$ cat src/rtl/uart_cmd_responder.sv
// uart_cmd_responder
// Device-side command responder for the host byte protocol:
//   0x01 load A, 0x02 load B, 0x03 load op, 0x04 execute and transmit.
// Operand/opcode registers feed the ALU; on execute the ALU result is
// captured and streamed to the UART transmitter LSB byte first.
//
// state    | meaning
// ---------+-----------------------------------------------------------
// S_IDLE   | waiting for a command byte
// S_WAIT_A | command 0x01 seen, next byte loads alu_a (timeout guarded)
// S_WAIT_B | command 0x02 seen, next byte loads alu_b (timeout guarded)
// S_WAIT_OP| command 0x03 seen, next byte loads alu_op (timeout guarded)
// S_SEND   | present result byte idx to the transmitter (one cycle)
// S_WAIT_TX| transmitter busy with byte idx, wait for tx_done_tick
module uart_cmd_responder #(
  parameter int N              = 8,
  parameter int OP_W           = 6,
  parameter int TIMEOUT_CYCLES = 50000000
) (
  input  logic            clk,
  input  logic            reset,
  input  logic            rx_done_tick,
  input  logic [7:0]      rx_data,
  input  logic            tx_done_tick,
  output logic            tx_start,
  output logic [7:0]      tx_data,
  output logic [N-1:0]    alu_a,
  output logic [N-1:0]    alu_b,
  output logic [OP_W-1:0] alu_op,
  input  logic [N-1:0]    alu_result,
  output logic            busy,
  output logic            cmd_err
);

  localparam int NB = (N + 7) / 8;
  localparam int IW = (NB > 1) ? $clog2(NB) : 1;
  localparam int TW = (TIMEOUT_CYCLES > 1) ? $clog2(TIMEOUT_CYCLES) : 1;
  localparam int LW = (N < 8) ? N : 8;

  localparam logic [TW-1:0] TMR_LOAD = TW'(TIMEOUT_CYCLES - 1);
  localparam logic [IW-1:0] IDX_LAST = IW'(NB - 1);

  typedef enum logic [2:0] {
    S_IDLE,
    S_WAIT_A,
    S_WAIT_B,
    S_WAIT_OP,
    S_SEND,
    S_WAIT_TX
  } state_t;

  state_t          state_q, state_n;
  logic [N-1:0]    res_q, res_n;
  logic [IW-1:0]   idx_q, idx_n;
  logic [TW-1:0]   tmr_q, tmr_n;
  logic [N-1:0]    a_n, b_n;
  logic [OP_W-1:0] op_n;
  logic [7:0]      tx_data_n;
  logic            tx_start_n, busy_n, cmd_err_n;

  logic [8*NB-1:0] res_pad;
  logic [N-1:0]    val_ext;

  // State and every output are registered here; reset is immediate.
  always_ff @(posedge clk or posedge reset) begin
    if (reset) begin
      state_q  <= S_IDLE;
      res_q    <= '0;
      idx_q    <= '0;
      tmr_q    <= '0;
      alu_a    <= '0;
      alu_b    <= '0;
      alu_op   <= '0;
      tx_data  <= '0;
      tx_start <= 1'b0;
      busy     <= 1'b0;
      cmd_err  <= 1'b0;
    end else begin
      state_q  <= state_n;
      res_q    <= res_n;
      idx_q    <= idx_n;
      tmr_q    <= tmr_n;
      alu_a    <= a_n;
      alu_b    <= b_n;
      alu_op   <= op_n;
      tx_data  <= tx_data_n;
      tx_start <= tx_start_n;
      busy     <= busy_n;
      cmd_err  <= cmd_err_n;
    end
  end

  // Next-state and next-output decode; registers hold unless a state acts.
  always_comb begin
    state_n    = state_q;
    res_n      = res_q;
    idx_n      = idx_q;
    tmr_n      = tmr_q;
    a_n        = alu_a;
    b_n        = alu_b;
    op_n       = alu_op;
    tx_data_n  = tx_data;
    tx_start_n = 1'b0;
    cmd_err_n  = 1'b0;

    res_pad          = '0;
    res_pad[N-1:0]   = res_q;
    val_ext          = '0;
    val_ext[LW-1:0]  = rx_data[LW-1:0];

    case (state_q)
      S_IDLE: begin
        if (rx_done_tick) begin
          case (rx_data)
            8'h01: begin
              state_n = S_WAIT_A;
              tmr_n   = TMR_LOAD;
            end
            8'h02: begin
              state_n = S_WAIT_B;
              tmr_n   = TMR_LOAD;
            end
            8'h03: begin
              state_n = S_WAIT_OP;
              tmr_n   = TMR_LOAD;
            end
            8'h04: begin
              res_n   = alu_result;
              idx_n   = '0;
              state_n = S_SEND;
            end
            default: cmd_err_n = 1'b1;
          endcase
        end
      end

      S_WAIT_A, S_WAIT_B, S_WAIT_OP: begin
        if (rx_done_tick) begin
          // Value bytes are data even when they match a command code.
          if (state_q == S_WAIT_A)      a_n  = val_ext;
          else if (state_q == S_WAIT_B) b_n  = val_ext;
          else                          op_n = rx_data[OP_W-1:0];
          state_n = S_IDLE;
        end else if (tmr_q == '0) begin
          state_n   = S_IDLE;
          cmd_err_n = 1'b1;
        end else begin
          tmr_n = tmr_q - TW'(1);
        end
      end

      S_SEND: begin
        tx_start_n = 1'b1;
        tx_data_n  = res_pad[{idx_q, 3'b000} +: 8];
        state_n    = S_WAIT_TX;
        if (rx_done_tick) cmd_err_n = 1'b1;
      end

      S_WAIT_TX: begin
        if (tx_done_tick) begin
          if (idx_q == IDX_LAST) begin
            state_n = S_IDLE;
          end else begin
            idx_n   = idx_q + IW'(1);
            state_n = S_SEND;
          end
        end
        if (rx_done_tick) cmd_err_n = 1'b1;
      end

      default: state_n = S_IDLE;
    endcase

    busy_n = (state_n == S_SEND) || (state_n == S_WAIT_TX);
  end

endmodule

$ cat config.mk
export PLATFORM = sky130hd
export DESIGN_NAME = uart_cmd_responder
export DESIGN_NICKNAME = d
export VERILOG_FILES = /design/src/rtl/uart_cmd_responder.sv
export SDC_FILE = /design/constraint.sdc
export NUM_CORES = 1
export LEC_CHECK = 0
export BUFFER_PORTS_ARGS = -buffer_cell sky130_fd_sc_hd__buf_4
export CORE_UTILIZATION = 25
export CTS_CLUSTER_SIZE = 25
export DETAILED_ROUTE_END_ITERATION = 16
export MAX_ROUTING_LAYER = met4
export PLACE_DENSITY = 0.51
export SYNTH_ARGS = -nofsm -noshare
export SYNTH_HDL_FRONTEND = slang
export SYNTH_SLANG_ARGS = --single-unit
export TNS_END_PERCENT = 10
$ cat constraint.sdc
create_clock -name clk -period 4.9 [get_ports clk]
set_input_delay 0.49 -clock clk [delete_from_list [all_inputs] [get_ports clk]]
set_output_delay 0.49 -clock clk [all_outputs]
set_load 0.02 [all_outputs]
* Word level (Yosys, flattened, before mapping)
Cells that the tools add are included.
** Storage, ports and cells
- Register bits after elaboration :: 71
- Input bits :: 20
** Cells by class
- Add/sub/neg operators :: 2
- Equality and inequality tests :: 17
- Shift-type cells :: 1
- Mux-type cells :: 24
- Bitwise gates (word level) :: 2
- Reductions and logical operators :: 15
** Operators by type and width (number)
- $mux 26 :: 4
- $pmux 26 s2 :: 1
- $logic_not 26->1 :: 1
- $sub 26x1->26 const B :: 1
- $pmux 3 s4 :: 2
- $eq 8x2->1 const B :: 2
- $mux 3 :: 5
- $eq 3x3->1 const B :: 4
- $reduce_and 4->1 :: 3
- $mux 1 :: 10
- $ne 2x2->1 const B :: 5
- $eq 8x1->1 const B :: 1
- $eq 8x3->1 const B :: 1
- $shiftx 8x5->8 :: 1
- $eq 3x2->1 const B :: 2
- $reduce_and 3->1 :: 2
- $reduce_or 3->1 :: 2
- $reduce_and 5->1 :: 1
- $reduce_bool 2->1 :: 2
- $reduce_or 4->1 :: 1
- $eq 3x1->1 const B :: 1
- $logic_not 3->1 :: 1
- $pmux 1 s3 :: 1
- $ne 2x1->1 const B :: 1
- 5 further kinds :: 6

* Depth between registers and ports, before layout
Gate-level depths: netlist (run 1).
- Depth in word-level cells :: 6
- Gate-level depth with buffers :: 8
- Gate-level depth less buffers :: 7

* Worst setup path after synthesis (run 1)
Ideal clock, no wire load.
- Path kind :: input-to-reg
- Start point :: in rx_data[5]
- End point :: reg res_q[0] (netlist: res_pad[0])
- Arrival :: 2.085 ns
- Required time :: 4.775 ns
- Setup slack :: 2.690 ns
- Stages :: 3
- Buffers on the path :: 0
- Path through :: or4_1 > nor4_4 > mux2_4
** Between the ends
- Word-level cells in the longest chain between the ends :: 2
** Ends and longest elaborated chain
- start, declared :: RTL line 23 : input logic [7:0] rx_data,
- $eq 8x3->1 :: RTL line 114 : case (rx_data)
- $reduce_and 3->1 (no line)
- end signal, assigned :: RTL line 80 : res_q <= res_n;
- end, declared :: RTL line 53 : logic [N-1:0] res_q, res_n;
No other way between the ends.
A chain may end at the register's enable or synchronous reset.

* Worst setup path in the final report (run 1)
- Start point :: reg tmr_q[0]
- End point :: reg tmr_q[24]
** Between the ends
- Word-level cells in the longest chain between the ends :: 4
- Elaborated cells between the ends (all ways) :: 7
** Ends and longest elaborated chain
- start, declared :: RTL line 55 : logic [TW-1:0] tmr_q, tmr_n;
- start signal, assigned :: RTL line 82 : tmr_q <= tmr_n;
- $sub 26x1->26 :: RTL line 148 : tmr_n = tmr_q - TW'(1);
- $mux 26 :: RTL line 144 : end else if (tmr_q == '0) begin
- $mux 26 :: RTL line 138 : if (rx_done_tick) begin
- $pmux 26 s2 :: RTL line 111 : case (state_q)
Parallel ways exist; a longest one is shown, timed or not. The select of a mux whose other input is x is not followed.

==> impl_metrics.py, run 1 <==
metrics = {
    "sta": {
        "fin_setup_tns_ps": 0,
        "finalSetupViolCount": 0,
        "post-route-period-util_pct": 52.47,
        "relSlewSlack_pct": 39.06,
        "period_minus_slack_ps": 2571,
        "max_freq_mhz": 388.9,
        "rsz0062_at_grt": "no",
        "worst_slew_pin_slew_ps": 907.4,
        "finClkSkew_ps": 6.946,
        "slew_violations": 0,
        "finalHoldViolations": 0,
    },
    "cts": {
        "post-cts-setup-buffer-count": 0,
        "cts_tree": "done",
        "numCtsBuffers": 9,
        "htreeDepth": 3,
        "cts.sink_count": 70,
        "clkTransAtPathRegs_ps": 60,
        "cts_buffer_depth": 2,
        "cts-hold-fix-buffers": 0,
        "cts_resized": 0,
        "clock-root-buffer": "clkbuf_16",
        "insertion_delay_ps": 330,
    },
    "route": {
        "ant_nets": 0,
        "totalWireLength_mm": 7.204,
        "drc": 0,
        "firstDrtPassIters": 4,
        "drt-vias-per-instance": 4.623,
        "vias": 2284,
        "drtIter0Drc": 120,
        "wire_per_inst_um": 14.58,
    },
    "floorplan": {
        "io_pins": 53,
        "die_y_um": 115.6,
        "start_util_pct": 25.55,
        "core_um2": 12620,
        "core.rowCount": 41,
        "die_area_um2": 13360,
        "fp.dieW_um": 115.6,
    },
    "logic_synthesis": {
        "ys_ff_latch": 70,
        "yosysTopAreaCell": "dfrtp_1",
        "yosysTopAreaCellShare_pct": 54.33,
        "synth_most_common_cell": "dfrtp_1",
        "netlist_area_um2": 3224,
        "yosysSeqAreaShare_pct": 54.33,
        "synth_edf_count": 0,
        "ys_warn_count": 0,
        "synth_nets": 281,
        "syn-mean-instance-area_um2": 12.40,
        "synthTopCellsByArea": "dfrtp_1, mux2_2, mux2_4",
        "synth.distinct_cells": 51,
        "async_flop_share_pct": 100.0,
        "synthTopCellsByCount": "dfrtp_1, mux2_2, nor2_1",
        "netlist_instances": 260,
        "dominantRegCellSynth": "dfrtp_1",
    },
    "job": {
        "maxCapViolCount": 0,
    },
    "layout": {
        "n_antenna_cell": 0,
        "fin_nets": 339,
        "drive_gt1_share_pct": 38.51,
        "final_util_pct": 32.77,
        "synthToLayoutAreaGrowth_pct": 28.25,
    },
    "place": {
        "hpwlAfterDp_mm": 4.834,
        "gp_congestion": 0.7319,
        "io_buffers": 52,
    },
    "setup_path": {
        "crit_start": "tmr_q[0]",
        "timing.rr.end": "tmr_q[24]",
        "timing.rr.start": "tmr_q[0]",
        "required_ps": 5160,
        "ff2ff_path_depth": 7,
        "start_kind": "flip-flop",
        "crit_end": "tmr_q[24]",
        "crit_fanout": 6,
        "arrival_ps": 2830,
        "end_kind": "flip-flop",
        "worstSetupPathType": "reg -> reg",
        "rrSetupSlack_ps": 2330,
    },
    "global_routing": {
        "track_usage_pct": 12.32,
        "grt_overflow": 0,
        "grt_max_degree": 71,
        "grt_pass1_wl_mm": 11.96,
        "grt_pass1_vias": 2287,
        "antenna_found_initial": 0,
    },
    "power": {
        "peakVddDrop_v": 0.0001867,
        "leakage_nw": 1.894,
        "power_density_nw_per_um2": 526.5,
    },
    "hold_path": {
        "holdCritPathClass": "in -> reg",
    },
    "run_status": {
        "status": "finished, final reports clean",
    },
}
-- stage by stage --
step	hold slack, ps	power (W)	setup WS, ps	cells	area, µm²
floorplan	476.2	0.001282	2642	260	3224
global placement	488.4	0.001474	2297	479	3812
detailed placement	489.3	0.001483	2211	479	3812
CTS	370.2	0.002204	2304	494	4135
global route	378.8	0.002311	2018	494	4135
finish	382.2	0.002177	2329	494	4135
-- cell type report --
cell class / count / area, µm²
inverter: 3 / 11.26
fill: 1303 / 8484
tap: 172 / 215.2
clock buffer: 10 / 239.0
multi-input combinational: 179 / 1421
sequential: 70 / 1752
timing repair buffer: 55 / 412.9
clock inverter: 5 / 83.83
-- how the worst min path moves through the flow --
stage                       start    endpoint  slack [ps]  cells after the start
floorplan              res_pad[0]  res_pad[0]         480                      1
global placement       res_pad[6]  tx_data[6]         490                      1
detailed placement     res_pad[7]  res_pad[7]         490                      1
CTS                 alu_result[2]  res_pad[2]         370                      2
global route        alu_result[5]  res_pad[5]         380                      2
finish              alu_result[2]  res_pad[2]         380                      2
-- where the power goes --
group	internal (W)	switching (W)
Combinational	0.000284	0.000331
Sequential	0.000721	0.000136
Clock	0.000457	0.000247
Total	0.00146	0.000715
-- worst max-delay path, cell delays in order (launching register included) --
cell and delay [ps]:
dfrtp_1 430, inv_1 80, ha_1 200, nor4b_2 420, nand4b_1 390, or2_1 350, or4_1 480, a21oi_1 150
-- cells in the final DEF, fill, tap and decap left out, types with 9 or more instances in the layout --
master	n
nand2_1	12
buf_4	55
nor2_1	16
mux2_2	30
clkbuf_16	9
dfrtp_1	70
-- routing by layer --
layer / part of all wire, % / vias to the layer above / wire [µm] / track usage, %
met2: 46 / 42 / 3323 / 17.68
met5: 0 / - / 0 / -
met3: 4.0 / 12 / 288 / 3.975
met4: 1.6 / 0 / 116 / 4.675
met1: 48 / 1133 / 3475 / 16.05
li1: - / 1097 / - / -
-- sequential cells by signal (all words and copies together), names as in the netlist --
name,count
alu_a,8
tx_start,1
alu_op,6
cmd_err,1
res_pad,8
alu_b,8
tmr_q,26
tx_data,8
state_q,3
busy,1
-- kinds of logic after synthesis --
family / share of synthesized area (%)
DFF: 54.33
AOI/OAI and AO/OA: 8.071
muxes: 14.51
adders and majority gates: 0.3880
and+or+nand+nor: 18.39
buffers and inverters: 1.591
xor gates and xnor gates: 2.717
(Power assumes the default switching activity.)
==> run 2, diff against run 1 <==
- clock period: 4.9 -> 2.69 ns (I/O delays scaled with it)
==> impl_metrics.py, run 2 (same netlist as run 1, synthesis figures left out) <==
metrics = {
    "run_status": {
        "status": "finished, final reports clean",
    },
    "cts": {
        "cts_resized": 0,
        "cts_tree": "done",
        "cts-hold-fix-buffers": 0,
        "insertion_delay_ps": 340,
        "cts.sink_count": 70,
        "cts_buffer_depth": 2,
        "clkTransAtPathRegs_ps": 70,
        "htreeDepth": 3,
        "clock-root-buffer": "clkbuf_16",
        "post-cts-setup-buffer-count": 0,
        "numCtsBuffers": 9,
    },
    "place": {
        "pre_cts_ws_ps": 331.1,
        "io_buffers": 52,
        "hpwlAfterDp_mm": 5.239,
        "gp_congestion": 0.8106,
        "dp_cells": 484,
    },
    "setup_path": {
        "worstSetupPathType": "reg -> reg",
        "required_ps": 2870,
        "ff2ff_path_depth": 5,
        "rrSetupSlack_ps": 360,
        "arrival_ps": 2510,
        "end_kind": "flip-flop",
        "timing.rr.start": "state_q[0]",
        "crit_start": "state_q[0]",
        "crit_fanout": 11,
        "start_kind": "flip-flop",
    },
    "layout": {
        "fillers": 1312,
        "synthToLayoutAreaGrowth_pct": 29.26,
        "fin_nets": 344,
        "top_register": "tmr_q",
        "finalNonFillerCells": 500,
        "drive_gt1_share_pct": 39.63,
        "final_util_pct": 33.03,
        "final_common_cell": "dfrtp_1",
        "largest_reg_flops": 26,
        "final_cell_mix": "dfrtp_1, buf_4, mux2_2, nor2_1, nand2_1",
        "n_antenna_cell": 0,
    },
    "sta": {
        "max_freq_mhz": 429.6,
        "fin_ws_ps": 362.2,
        "period_minus_slack_ps": 2328,
        "worst_slew_pin_slew_ps": 849.9,
        "finClkSkew_ps": 12.75,
        "fin_setup_tns_ps": 0,
        "slew_violations": 0,
        "relSlewSlack_pct": 42.96,
        "post-route-period-util_pct": 86.54,
        "finalHoldViolations": 0,
        "rsz0062_at_grt": "no",
        "finalSetupViolCount": 0,
    },
    "hold_path": {
        "holdCritPathClass": "in -> async",
    },
    "route": {
        "ant_nets": 0,
        "drtIter0Drc": 129,
        "wire_per_inst_um": 14.57,
        "drt-vias-per-instance": 4.626,
        "totalWireLength_mm": 7.283,
        "drc": 0,
        "vias": 2313,
        "firstDrtPassIters": 4,
    },
    "global_routing": {
        "grt_overflow": 0,
        "track_usage_pct": 12.43,
        "grt_use_met2_pct": 19.12,
        "met1_usage_pct": 15.48,
        "grt_max_degree": 37,
        "top_usage_layer": "met2",
        "grt_use_met3_pct": 3.766,
        "grt_pass1_wl_mm": 12.06,
        "antenna_found_initial": 0,
        "grt_pass1_vias": 2367,
    },
    "power": {
        "p_total_w": 0.003919,
        "power_density_nw_per_um2": 940.2,
        "leakage_nw": 1.917,
        "peakVddDrop_v": 0.0004416,
    },
    "floorplan": {
        "fp.dieW_um": 115.6,
        "start_util_pct": 25.55,
        "die_area_um2": 13360,
        "die_y_um": 115.6,
        "core.rowCount": 41,
        "core_um2": 12620,
        "io_pins": 53,
    },
    "job": {
        "maxCapViolCount": 0,
    },
}
-- run 2: changes by cell type in the layout (fill, tap and decap cells not counted) --
cell	previous run	this run
buf_4	55	59
clkbuf_8	1	0
inv_6	0	2
clkinv_4	1	2
bufinv_16	2	1
buf_12	0	1
-- run 2: stage by stage --
stage	hold WS (ps)	instance area (µm²)
global route	157.7	4168
floorplan	409.1	3224
finish	85.52	4168
global placement	469.8	3862
detailed placement	482.8	3862
CTS	110.5	4168
-- run 2: final timing paths --
check	end
setup reg to reg	tmr_q[8]
min in group clk	res_pad[7]
max in group asynchronous	tmr_q[3]
hold reg to reg	res_pad[5]
setup / recovery	tmr_q[8]
hold / removal	busy
-- run 2: metal layers --
layer	part of all wire [%]	routed length, µm
met1	47	3426
met2	48	3473
met3	3.7	267
met4	1.6	115
met5	0	0
-- run 2: power by group --
| group | total (W) | switching (W) | internal (W) |
|---|---|---|---|
| clock network | 0.00121 | 0.000481 | 0.000727 |
| logic | 0.00114 | 0.000620 | 0.000521 |
| registers | 0.00157 | 0.000256 | 0.00131 |
-- run 2: final cells by class --
class / count / area (µm²) / area share (%)
clock buffer: 9 / 225.2 / 5.404
clock inverter: 7 / 80.08 / 1.921
multi-input combinational: 179 / 1421 / 34.10
sequential: 70 / 1752 / 42.03
timing repair buffer: 60 / 462.9 / 11.11
tap: 172 / 215.2 / 5.164
inverter: 3 / 11.26 / 0.2702
-- run 2: critical path, cell delays in order, from the launching register on --
cell      delay (ps)
dfrtp_1          480
or4b_4           600
nor4_2           300
o21ai_1          410
o311ai_0         240
o41ai_1          150
==> run 3, diff against run 2 <==
- REMOVE_ABC_BUFFERS: unset -> 1
==> impl_metrics.py, run 3 (same netlist as run 1, synthesis figures left out) <==
metrics = {
    "setup_path": {
        "crit_fanout": 6,
        "timing.rr.start": "tmr_q[0]",
        "critical-path-max-stage-delay_ps": 610,
        "start_kind": "flip-flop",
        "end_kind": "flip-flop",
        "arrival_ps": 2500,
        "crit_start": "tmr_q[0]",
        "rrSetupSlack_ps": 410,
        "crit_chain": "inv_1 -> ha_1 -> nor4b_2 -> nand2_1 -> a2111oi_0 -> xnor2_1 -> nor2_1",
        "cp_slowest_cell": "a2111oi_0",
        "worstSetupPathType": "reg -> reg",
        "critPathBufInv": 1,
        "crit_family": "simple AND/OR/NAND/NOR gates",
        "required_ps": 2910,
        "timing.rr.end": "tmr_q[10]",
        "ff2ff_path_depth": 7,
    },
    "global_routing": {
        "track_usage_pct": 12.31,
        "grt_max_degree": 35,
        "antenna_found_initial": 0,
        "grt_overflow": 0,
        "grt_pass1_wl_mm": 12.13,
        "grt_pass1_vias": 2357,
    },
    "sta": {
        "relSlewSlack_pct": 45.05,
        "finalHoldViolations": 0,
        "slew_violations": 0,
        "max_freq_mhz": 439.3,
        "worst_slew_pin_slew_ps": 818.8,
        "fin_setup_tns_ps": 0,
        "period_minus_slack_ps": 2276,
        "rsz0062_at_grt": "no",
        "finClkSkew_ps": 5.116,
        "finalSetupViolCount": 0,
        "whs_ps": 165.3,
        "post-route-period-util_pct": 84.62,
    },
    "cts": {
        "htreeDepth": 3,
        "cts_buffer_depth": 2,
        "cts.sink_count": 70,
        "cts_resized": 0,
        "cts_tree": "done",
        "clock-root-buffer": "clkbuf_16",
        "numCtsBuffers": 9,
        "clkTransAtPathRegs_ps": 60,
        "insertion_delay_ps": 330,
    },
    "run_status": {
        "status": "finished, final reports clean",
    },
    "layout": {
        "top_register": "tmr_q",
        "synthToLayoutAreaGrowth_pct": 31.59,
        "largest_reg_flops": 26,
        "drive_gt1_share_pct": 40.42,
        "design_area_um2": 4243,
        "finalNonFillerCells": 506,
        "final_common_cell": "dfrtp_1",
        "n_antenna_cell": 0,
        "final_cell_mix": "dfrtp_1, buf_4, mux2_2, nor2_1, nand2_1",
        "fin_nets": 350,
    },
    "place": {
        "io_buffers": 52,
        "placed_area_um2": 3900,
        "dp_cells": 489,
        "gp_congestion": 0.7652,
        "hpwlAfterDp_mm": 5.194,
    },
    "floorplan": {
        "core_um2": 12620,
        "die_y_um": 115.6,
        "core.rowCount": 41,
        "fp.dieW_um": 115.6,
        "io_pins": 53,
        "start_util_pct": 25.55,
        "die_area_um2": 13360,
    },
    "power": {
        "p_total_w": 0.004033,
        "leakage_nw": 1.962,
        "peakVddDrop_v": 0.0003883,
        "power_density_nw_per_um2": 950.5,
    },
    "route": {
        "totalWireLength_mm": 7.243,
        "drc": 0,
        "drt-vias-per-instance": 4.626,
        "ant_nets": 0,
        "firstDrtPassIters": 4,
        "wire_per_inst_um": 14.31,
        "vias": 2341,
        "drtIter0Drc": 124,
    },
    "hold_path": {
        "hp-start": "alu_result[7]",
        "holdCritPathClass": "in -> reg",
        "min_to": "res_pad[7]",
        "hold_depth": 2,
    },
    "job": {
        "maxCapViolCount": 0,
    },
}
-- run 3: cell count changes in the layout (fill, tap and decap cells not counted), sizes merged --
cell / before / now
bufinv: 1 / 2
buf: 60 / 65
dlygate4sd3: 0 / 1
clkinvlp: 2 / 1
inv: 5 / 4
clkbuf: 9 / 10
-- run 3: power breakdown --
group | internal, W | leakage, nW | total, W | switching (W)
combinational | 0.000539 | 0.872 | 0.00116 | 0.000618
clock | 0.000843 | 0.159 | 0.00131 | 0.000467
sequential | 0.00131 | 0.931 | 0.00157 | 0.000252
-- run 3: layer usage --
metal  up-vias  track usage, %  share of wire, %
li1       1118               -                 -
met1      1154           15.37                48
met2        52           18.16                45
met3        17           3.400               4.6
met4         0           6.320               2.7
met5         -               -                 0
-- run 3: cell type report --
type                            count  area [µm²]
Multi-Input combinational cell    179        1421
Tap cell                          172       215.2
Sequential cell                    70        1752
Clock buffer                       10       239.0
Timing Repair Buffer               66       510.5
Clock inverter                      6       93.84
Fill cell                        1304        8377
Inverter                            3       11.26
-- run 3: how the worst max path moves through the flow --
stage	cells past startpoint	slack (ps)	to
after CTS	7	410	tmr_q[10]
after floorplan	7	580	tmr_q[24]
after detailed placement	6	420	tmr_q[8]
final	7	410	tmr_q[10]
after global routing	7	150	tmr_q[10]
after global placement	6	380	tmr_q[8]
-- run 3: metrics by stage --
stage	utilization, %	setup slack, ps
floorplan	-	583.3
global placement	30.90	384.6
detailed placement	30.90	415.6
CTS	33.62	405.0
global route	33.62	151.0
finish	33.62	413.6
-- run 3: repair_timing --
| item | in CTS | in global routing |
|---|---|---|
| hold buffers | 1 | 0 |
| setup buffers | 0 | 0 |
| hold endpoints to repair | 19 | 0 |
